$ cat config.mk
export PLATFORM = sky130hd
export DESIGN_NAME = byte_bus_target_flat
export DESIGN_NICKNAME = d
export VERILOG_FILES = /design/src/rtl/byte_bus_target_if.sv /design/src/rtl/byte_bus_target.sv /design/src/flat_wrapper.sv
export SDC_FILE = /design/constraint.sdc
export NUM_CORES = 1
export LEC_CHECK = 0
export ABC_AREA = 0
export CORE_ASPECT_RATIO = 0.6
export CORE_MARGIN = 2
export CORE_UTILIZATION = 48
export DETAILED_ROUTE_END_ITERATION = 7
export HOLD_SLACK_MARGIN = 0.02
export PLACE_DENSITY = 0.73
export SETUP_SLACK_MARGIN = 0.02
export SLEW_MARGIN = 40
export SYNTH_ARGS = -nofsm -noshare
export SYNTH_HDL_FRONTEND = slang
export SYNTH_SLANG_ARGS = --single-unit
$ cat constraint.sdc
create_clock -name clk -period 1.9 [get_ports clk]
set_input_delay 0.285 -clock clk [delete_from_list [all_inputs] [get_ports clk]]
set_output_delay 0.285 -clock clk [all_outputs]
set_load 0.01 [all_outputs]
$ cat src/rtl/byte_bus_target_if.sv
// Signal bundle between the CPU-bus host / memory side and byte_bus_target.
// The master modport is the host plus memory; the slave modport is the bridge.
interface byte_bus_target_if;
    logic        bus_sync;
    logic [7:0]  bus_addr_in;
    logic [7:0]  bus_data_in;
    logic [7:0]  bus_data_out;
    logic        bus_data_oe;
    logic        mem_req;
    logic        mem_we;
    logic [31:0] mem_addr;
    logic [31:0] mem_wdata;
    logic        mem_ready;
    logic [31:0] mem_rdata;
    logic        late_err;
    logic        overrun_err;

    modport master (
        output bus_sync, bus_addr_in, bus_data_in, mem_ready, mem_rdata,
        input  bus_data_out, bus_data_oe, mem_req, mem_we, mem_addr, mem_wdata,
        input  late_err, overrun_err
    );

    modport slave (
        input  bus_sync, bus_addr_in, bus_data_in, mem_ready, mem_rdata,
        output bus_data_out, bus_data_oe, mem_req, mem_we, mem_addr, mem_wdata,
        output late_err, overrun_err
    );
endinterface

$ cat src/rtl/byte_bus_target.sv
// Target-side bridge for the 10-slot byte-serial CPU bus: deserialises a command
// per frame, runs it on a req/ready memory port and returns read data next frame.
module byte_bus_target #(
    parameter int unsigned FRAME_SLOTS = 10,
    parameter logic [7:0]  LATE_FILL   = 8'h00
) (
    input  logic             clk,
    input  logic             rst_n,
    byte_bus_target_if.slave bus
);
    localparam int unsigned SW = $clog2(FRAME_SLOTS);
    typedef logic [SW-1:0] slot_t;
    localparam slot_t LAST_SLOT = slot_t'(FRAME_SLOTS - 1);
    localparam slot_t CMD_SLOT  = slot_t'(5);
    localparam slot_t RSP_FIRST = slot_t'(6);
    localparam slot_t RSP_LAST  = slot_t'(9);

    typedef enum logic [1:0] {IDLE, PEND, HOLD} state_e;

    state_e      state_q, state_d;
    slot_t       slot_q, slot_d, cur_slot;
    logic        late_q, late_d;
    logic [31:0] addr_q, addr_d;
    logic [31:0] wdata_q, wdata_d;
    logic [31:0] rdata_q, rdata_d;
    logic [31:0] resp_q, resp_d;
    logic        mem_req_q, mem_req_d;
    logic        mem_we_q, mem_we_d;
    logic [31:0] mem_addr_q, mem_addr_d;
    logic [31:0] mem_wdata_q, mem_wdata_d;
    logic        oe_q, oe_d;
    logic [7:0]  out_q, out_d;
    logic        late_err_q, late_err_d;
    logic        overrun_err_q, overrun_err_d;
    logic        set_resp;
    logic [1:0]  byte_sel;

    always_comb begin
        cur_slot      = bus.bus_sync ? '0 : slot_q;
        if (bus.bus_sync)
            slot_d = slot_t'(1);
        else if (slot_q == LAST_SLOT)
            slot_d = '0;
        else
            slot_d = slot_q + slot_t'(1);

        state_d       = state_q;
        late_d        = late_q;
        addr_d        = addr_q;
        wdata_d       = wdata_q;
        rdata_d       = rdata_q;
        resp_d        = resp_q;
        mem_req_d     = mem_req_q;
        mem_we_d      = mem_we_q;
        mem_addr_d    = mem_addr_q;
        mem_wdata_d   = mem_wdata_q;
        late_err_d    = 1'b0;
        overrun_err_d = 1'b0;
        set_resp      = 1'b0;

        if (state_q == PEND && bus.mem_ready) begin
            mem_req_d = 1'b0;
            late_d    = 1'b0;
            rdata_d   = mem_we_q ? rdata_q : bus.mem_rdata;
            state_d   = (mem_we_q || late_q) ? IDLE : HOLD;
        end

        for (int unsigned i = 0; i < 4; i++) begin
            if (cur_slot == slot_t'(i + 1)) begin
                addr_d[8*i +: 8]  = bus.bus_addr_in;
                wdata_d[8*i +: 8] = bus.bus_data_in;
            end
        end

        // Response bytes are snapshotted at the command slot, so HOLD is left here
        // and a new request may issue while the previous read is still returned.
        if (cur_slot == CMD_SLOT) begin
            if (state_q == HOLD) begin
                set_resp = 1'b1;
                resp_d   = rdata_q;
            end else if (state_q == PEND && !mem_we_q && !late_q) begin
                set_resp = 1'b1;
                if (bus.mem_ready) begin
                    resp_d = bus.mem_rdata;
                end else begin
                    resp_d     = {4{LATE_FILL}};
                    late_d     = 1'b1;
                    late_err_d = 1'b1;
                end
            end

            if (state_q == PEND && !bus.mem_ready) begin
                overrun_err_d = 1'b1;
            end else begin
                state_d     = PEND;
                late_d      = 1'b0;
                mem_req_d   = 1'b1;
                mem_we_d    = bus.bus_addr_in[0];
                mem_addr_d  = addr_q;
                mem_wdata_d = wdata_q;
            end
        end

        oe_d     = set_resp ||
                   (oe_q && !bus.bus_sync && slot_q >= RSP_FIRST && slot_q < RSP_LAST);
        byte_sel = 2'(slot_d - RSP_FIRST);
        out_d    = oe_d ? resp_d[{byte_sel, 3'b000} +: 8] : '0;
    end

    always_ff @(posedge clk or negedge rst_n) begin
        if (!rst_n) begin
            state_q       <= IDLE;
            slot_q        <= '0;
            late_q        <= 1'b0;
            addr_q        <= '0;
            wdata_q       <= '0;
            rdata_q       <= '0;
            resp_q        <= '0;
            mem_req_q     <= 1'b0;
            mem_we_q      <= 1'b0;
            mem_addr_q    <= '0;
            mem_wdata_q   <= '0;
            oe_q          <= 1'b0;
            out_q         <= '0;
            late_err_q    <= 1'b0;
            overrun_err_q <= 1'b0;
        end else begin
            state_q       <= state_d;
            slot_q        <= slot_d;
            late_q        <= late_d;
            addr_q        <= addr_d;
            wdata_q       <= wdata_d;
            rdata_q       <= rdata_d;
            resp_q        <= resp_d;
            mem_req_q     <= mem_req_d;
            mem_we_q      <= mem_we_d;
            mem_addr_q    <= mem_addr_d;
            mem_wdata_q   <= mem_wdata_d;
            oe_q          <= oe_d;
            out_q         <= out_d;
            late_err_q    <= late_err_d;
            overrun_err_q <= overrun_err_d;
        end
    end

    assign bus.mem_req      = mem_req_q;
    assign bus.mem_we       = mem_we_q;
    assign bus.mem_addr     = mem_addr_q;
    assign bus.mem_wdata    = mem_wdata_q;
    assign bus.bus_data_oe  = oe_q;
    assign bus.bus_data_out = out_q;
    assign bus.late_err     = late_err_q;
    assign bus.overrun_err  = overrun_err_q;
endmodule
$ cat src/flat_wrapper.sv
// flat-port wrapper written by rule: the top's interface ports become plain ports
module byte_bus_target_flat 
#(
    parameter int unsigned FRAME_SLOTS = 10,
    parameter logic [7:0]  LATE_FILL   = 8'h00
)
  (clk, rst_n, bus_bus_sync, bus_bus_addr_in, bus_bus_data_in, bus_mem_ready, bus_mem_rdata, bus_bus_data_out, bus_bus_data_oe, bus_mem_req, bus_mem_we, bus_mem_addr, bus_mem_wdata, bus_late_err, bus_overrun_err);
  byte_bus_target_if bus_i ();
  input  logic clk;
  input  logic rst_n;
  input wire logic [$bits(bus_i.bus_sync)-1:0] bus_bus_sync;
  input wire logic [$bits(bus_i.bus_addr_in)-1:0] bus_bus_addr_in;
  input wire logic [$bits(bus_i.bus_data_in)-1:0] bus_bus_data_in;
  input wire logic [$bits(bus_i.mem_ready)-1:0] bus_mem_ready;
  input wire logic [$bits(bus_i.mem_rdata)-1:0] bus_mem_rdata;
  output wire logic [$bits(bus_i.bus_data_out)-1:0] bus_bus_data_out;
  output wire logic [$bits(bus_i.bus_data_oe)-1:0] bus_bus_data_oe;
  output wire logic [$bits(bus_i.mem_req)-1:0] bus_mem_req;
  output wire logic [$bits(bus_i.mem_we)-1:0] bus_mem_we;
  output wire logic [$bits(bus_i.mem_addr)-1:0] bus_mem_addr;
  output wire logic [$bits(bus_i.mem_wdata)-1:0] bus_mem_wdata;
  output wire logic [$bits(bus_i.late_err)-1:0] bus_late_err;
  output wire logic [$bits(bus_i.overrun_err)-1:0] bus_overrun_err;
  assign bus_i.bus_sync = bus_bus_sync;
  assign bus_i.bus_addr_in = bus_bus_addr_in;
  assign bus_i.bus_data_in = bus_bus_data_in;
  assign bus_i.mem_ready = bus_mem_ready;
  assign bus_i.mem_rdata = bus_mem_rdata;
  assign bus_bus_data_out = bus_i.bus_data_out;
  assign bus_bus_data_oe = bus_i.bus_data_oe;
  assign bus_mem_req = bus_i.mem_req;
  assign bus_mem_we = bus_i.mem_we;
  assign bus_mem_addr = bus_i.mem_addr;
  assign bus_mem_wdata = bus_i.mem_wdata;
  assign bus_late_err = bus_i.late_err;
  assign bus_overrun_err = bus_i.overrun_err;
  byte_bus_target #(.FRAME_SLOTS(FRAME_SLOTS), .LATE_FILL(LATE_FILL)) u_core (.clk(clk), .rst_n(rst_n), .bus(bus_i));
endmodule
==> run_results.csv <==
group,metric,value,unit
timing,clock.fmax,527,MHz
finish,finalNonFillerCells,971,
power,ir_drop,608,uV
timing,rsz0062_at_grt,"true",
critical_path,crit_path_start,"u_core.state_q[1]",
finish,antennaDiodeCount,0,
route,viasPerCell,5.45,
power,power.density,1410,nW/um^2
placed_design,placed_cell_area,10400,sq um
yosys,synth_cell_types,40,
route,drt_iter0_markers,458,
yosys,synth-compound-area-share,8.46,%
critical_path,critPathCapture,"u_core.bus.bus_data_out[4]",
finish,postLayoutCoreUtil,65.9,%
floorplanning,core,17100,sq um
grt,grt_overflow_total,0,
yosys,synth_edf_count,0,
status,status,"finished, final reports clean",
critical_path,r2r_start,"u_core.state_q[1]",
placed_design,gp_congestion,0.856,
hold_path,hp-class,"in -> async",
clock_tree,clk_pin_slew,60,ps
critical_path,cp-end-kind,"flop",
timing,finalHoldViolations,0,
yosys,syn-cell-area,8400,sq um
finish,layout_common_cells,"203 x dfrtp_1, 126 x clkdlybuf4s50_1, 111 x mux2_2",
floorplanning,die_area,18600,sq um
yosys,synthXorXnorAreaFrac,0.104,%
yosys,synthMuxAreaShare,23.9,%
placed_design,dp_hpwl,13100,um
job,maxCapViolations,0,
placed_design,place_inst,931,
route,final_antenna_net_count,0,
timing,tightest_slew,547,ps
finish,final_common_cell,"dfrtp_1",
timing,timing.final.crit_share,99.9,%
timing,finalMaxSlewViolations,0,
finish,syn_to_final_growth,34.4,%
timing,fin_crit,1900,ps
clock_tree,clockRootBuffer,"clkbuf_16",
clock_tree,worstSkewPairLatency,490,ps
route,drc,0,
critical_path,start_kind,"flop",
critical_path,reg2reg_to,"u_core.bus.bus_data_out[4]",
clock_tree,cts-buffers-inserted,19,
finish,fin_area,11300,sq um
yosys,ys_ff_latch,204,
floorplanning,die_x,175,um
placed_design,io_buffers,128,
route,num_vias,5293,
route,postRouteWirelength,19800,um
timing,setup_viol,0,
timing,max_slew_margin,63.6,%
yosys,avgSynthCellArea,15.2,sq um
clock_tree,htreeDepth,1,
yosys,synth_top_family_by_area,"multiplexers",
grt,grt_pass1_wl,31400,um
clock_tree,cts.sinks,204,
yosys,syn-instance-count,552,
grt,antenna_found_initial,0,
floorplanning,start_util,49.1,%
yosys,syn_nets,604,
route,first_pass_iters,4,
critical_path,critPathMaxFanout,14,
finish,drive_above_1_share,38.3,%
yosys,synthAdderAreaFrac,0,%
clock_tree,cts_tree,"built",
timing,tns,0,ps
yosys,synthSimpleGateAreaFrac,3.66,%
critical_path,regToRegSetupSlack,2,ps
clock_tree,clock_path_buffers,3,
critical_path,path_class,"reg -> reg",
critical_path,r2r_cells,7,
grt,grt_pass1_vias,5668,
floorplanning,ioPinCount,129,
grt,grtUsageTotal,21.6,%
floorplanning,chipHeight,106,um
route,wire_per_inst,20.4,um
floorplanning,placementRows,37,
power,p_leak,5.20,nW
grt,grt_start_max_net_pins,59,
critical_path,cp.required,2270,ps
yosys,yosys_warnings,0,
timing,clock_skew,10.1,ps
yosys,ys_async_sr_fraction,100,%
critical_path,arrival,2270,ps
yosys,seq_area_frac_synth,60.8,%
yosys,ys.flop_type,"dfrtp_1",
finish,layout.nets,777,
timing repair:
action,CTS,global route
resized for setup,13,15
endpoints found under the hold margin,52,0
cloned,1,2
buffers inserted,2,1
pin swaps,4,6
hold buffers,1,0
endpoints found under the setup margin,5,58
area by class of cell:
type,instances,area (sq um)
clock inverters,9,174
repair buffers,185,1980
inverters,12,45.0
multi-input cells,303,3180
well taps,234,293
fillers,1192,5840
clock buffers,24,514
flip-flops and latches,204,5110
cells in the mapped netlist, types with 5 or more instances:
library cell  number  area share, %
o21ai_0           11           0.66
dfrtp_1          204             61
a22oi_1           19            1.7
inv_1             11           0.49
a21oi_1            5           0.30
a211o_1            7           0.73
nor2_1            17           0.76
o2bb2ai_1         14            1.5
clkbuf_1           6           0.27
buf_6              9            1.2
a22oi_2            5           0.74
nor2b_1            5           0.37
nand2_1           16           0.71
buf_2             18            1.1
mux2_4            50            8.9
mux2_2           111             15
a32o_1             7           0.83
a32oi_1            9           0.94
through the flow:
step / hold slack [ps] / setup slack (ps) / power, mW
after global placement: 309 / -258 / 11.4
after CTS: 356 / 16.1 / 16.0
final: 335 / 2.07 / 16.0
after global routing: 378 / -99.3 / 16.8
after floorplan: -10.6 / 137 / 9.27
after detailed placement: 318 / -276 / 11.6
registers in the layout (all words and copies together), names as in the netlist, 2 cells and up:
register	cells
u_core.bus.bus_data_out	8
u_core.bus.mem_wdata	32
u_core.slot_q	4
u_core.rdata_q	32
u_core.resp_q	24
u_core.bus.mem_addr	32
u_core.wdata_q	32
u_core.state_q	2
u_core.addr_q	32
metal layers:
metal | track usage [%] | wire length [um] | part of all wire (%)
met5 | 0 | 0 | 0
met4 | 5.42 | 367 | 1.9
met3 | 5.04 | 1220 | 6.1
met2 | 32.6 | 8780 | 44
met1 | 31.6 | 9450 | 48
worst max-delay path, cell delays in order (launching register included):
cell,delay [ps]
dfrtp_1,400
buf_4,130
and3b_2,230
buf_12,160
a32o_2,280
a22oi_2,170
o2bb2ai_2,120
a211o_1,280
worst min-delay path by stage:
| stage | depth (start not counted) | slack, ps | startpoint | end |
|---|---|---|---|---|
| after floorplan | 0 | -10 | rst_n | u_core.addr_q[0] |
| after global placement | 1 | 310 | rst_n | u_core.rdata_q[1] |
| after detailed placement | 1 | 320 | rst_n | u_core.rdata_q[2] |
| after CTS | 2 | 360 | rst_n | u_core.rdata_q[1] |
| after global routing | 2 | 380 | rst_n | u_core.rdata_q[2] |
| final | 2 | 330 | rst_n | u_core.rdata_q[2] |
report_power, final:
part           total (mW)  internal [mW]  switching (mW)
clock                4.23           2.60            1.63
combinational        4.83           3.02            1.81
sequential           6.90           5.97           0.929
logic make-up (layout without fill, tap and decap cells):
group / count (synthesis) / count (layout)
flops: 204 / 204
compound gates: 86 / 86
simple gates: 54 / 54
buf+inv: 45 / 230
xor+xnor: 1 / 1
mux: 162 / 162
(Power assumes the default switching activity.)
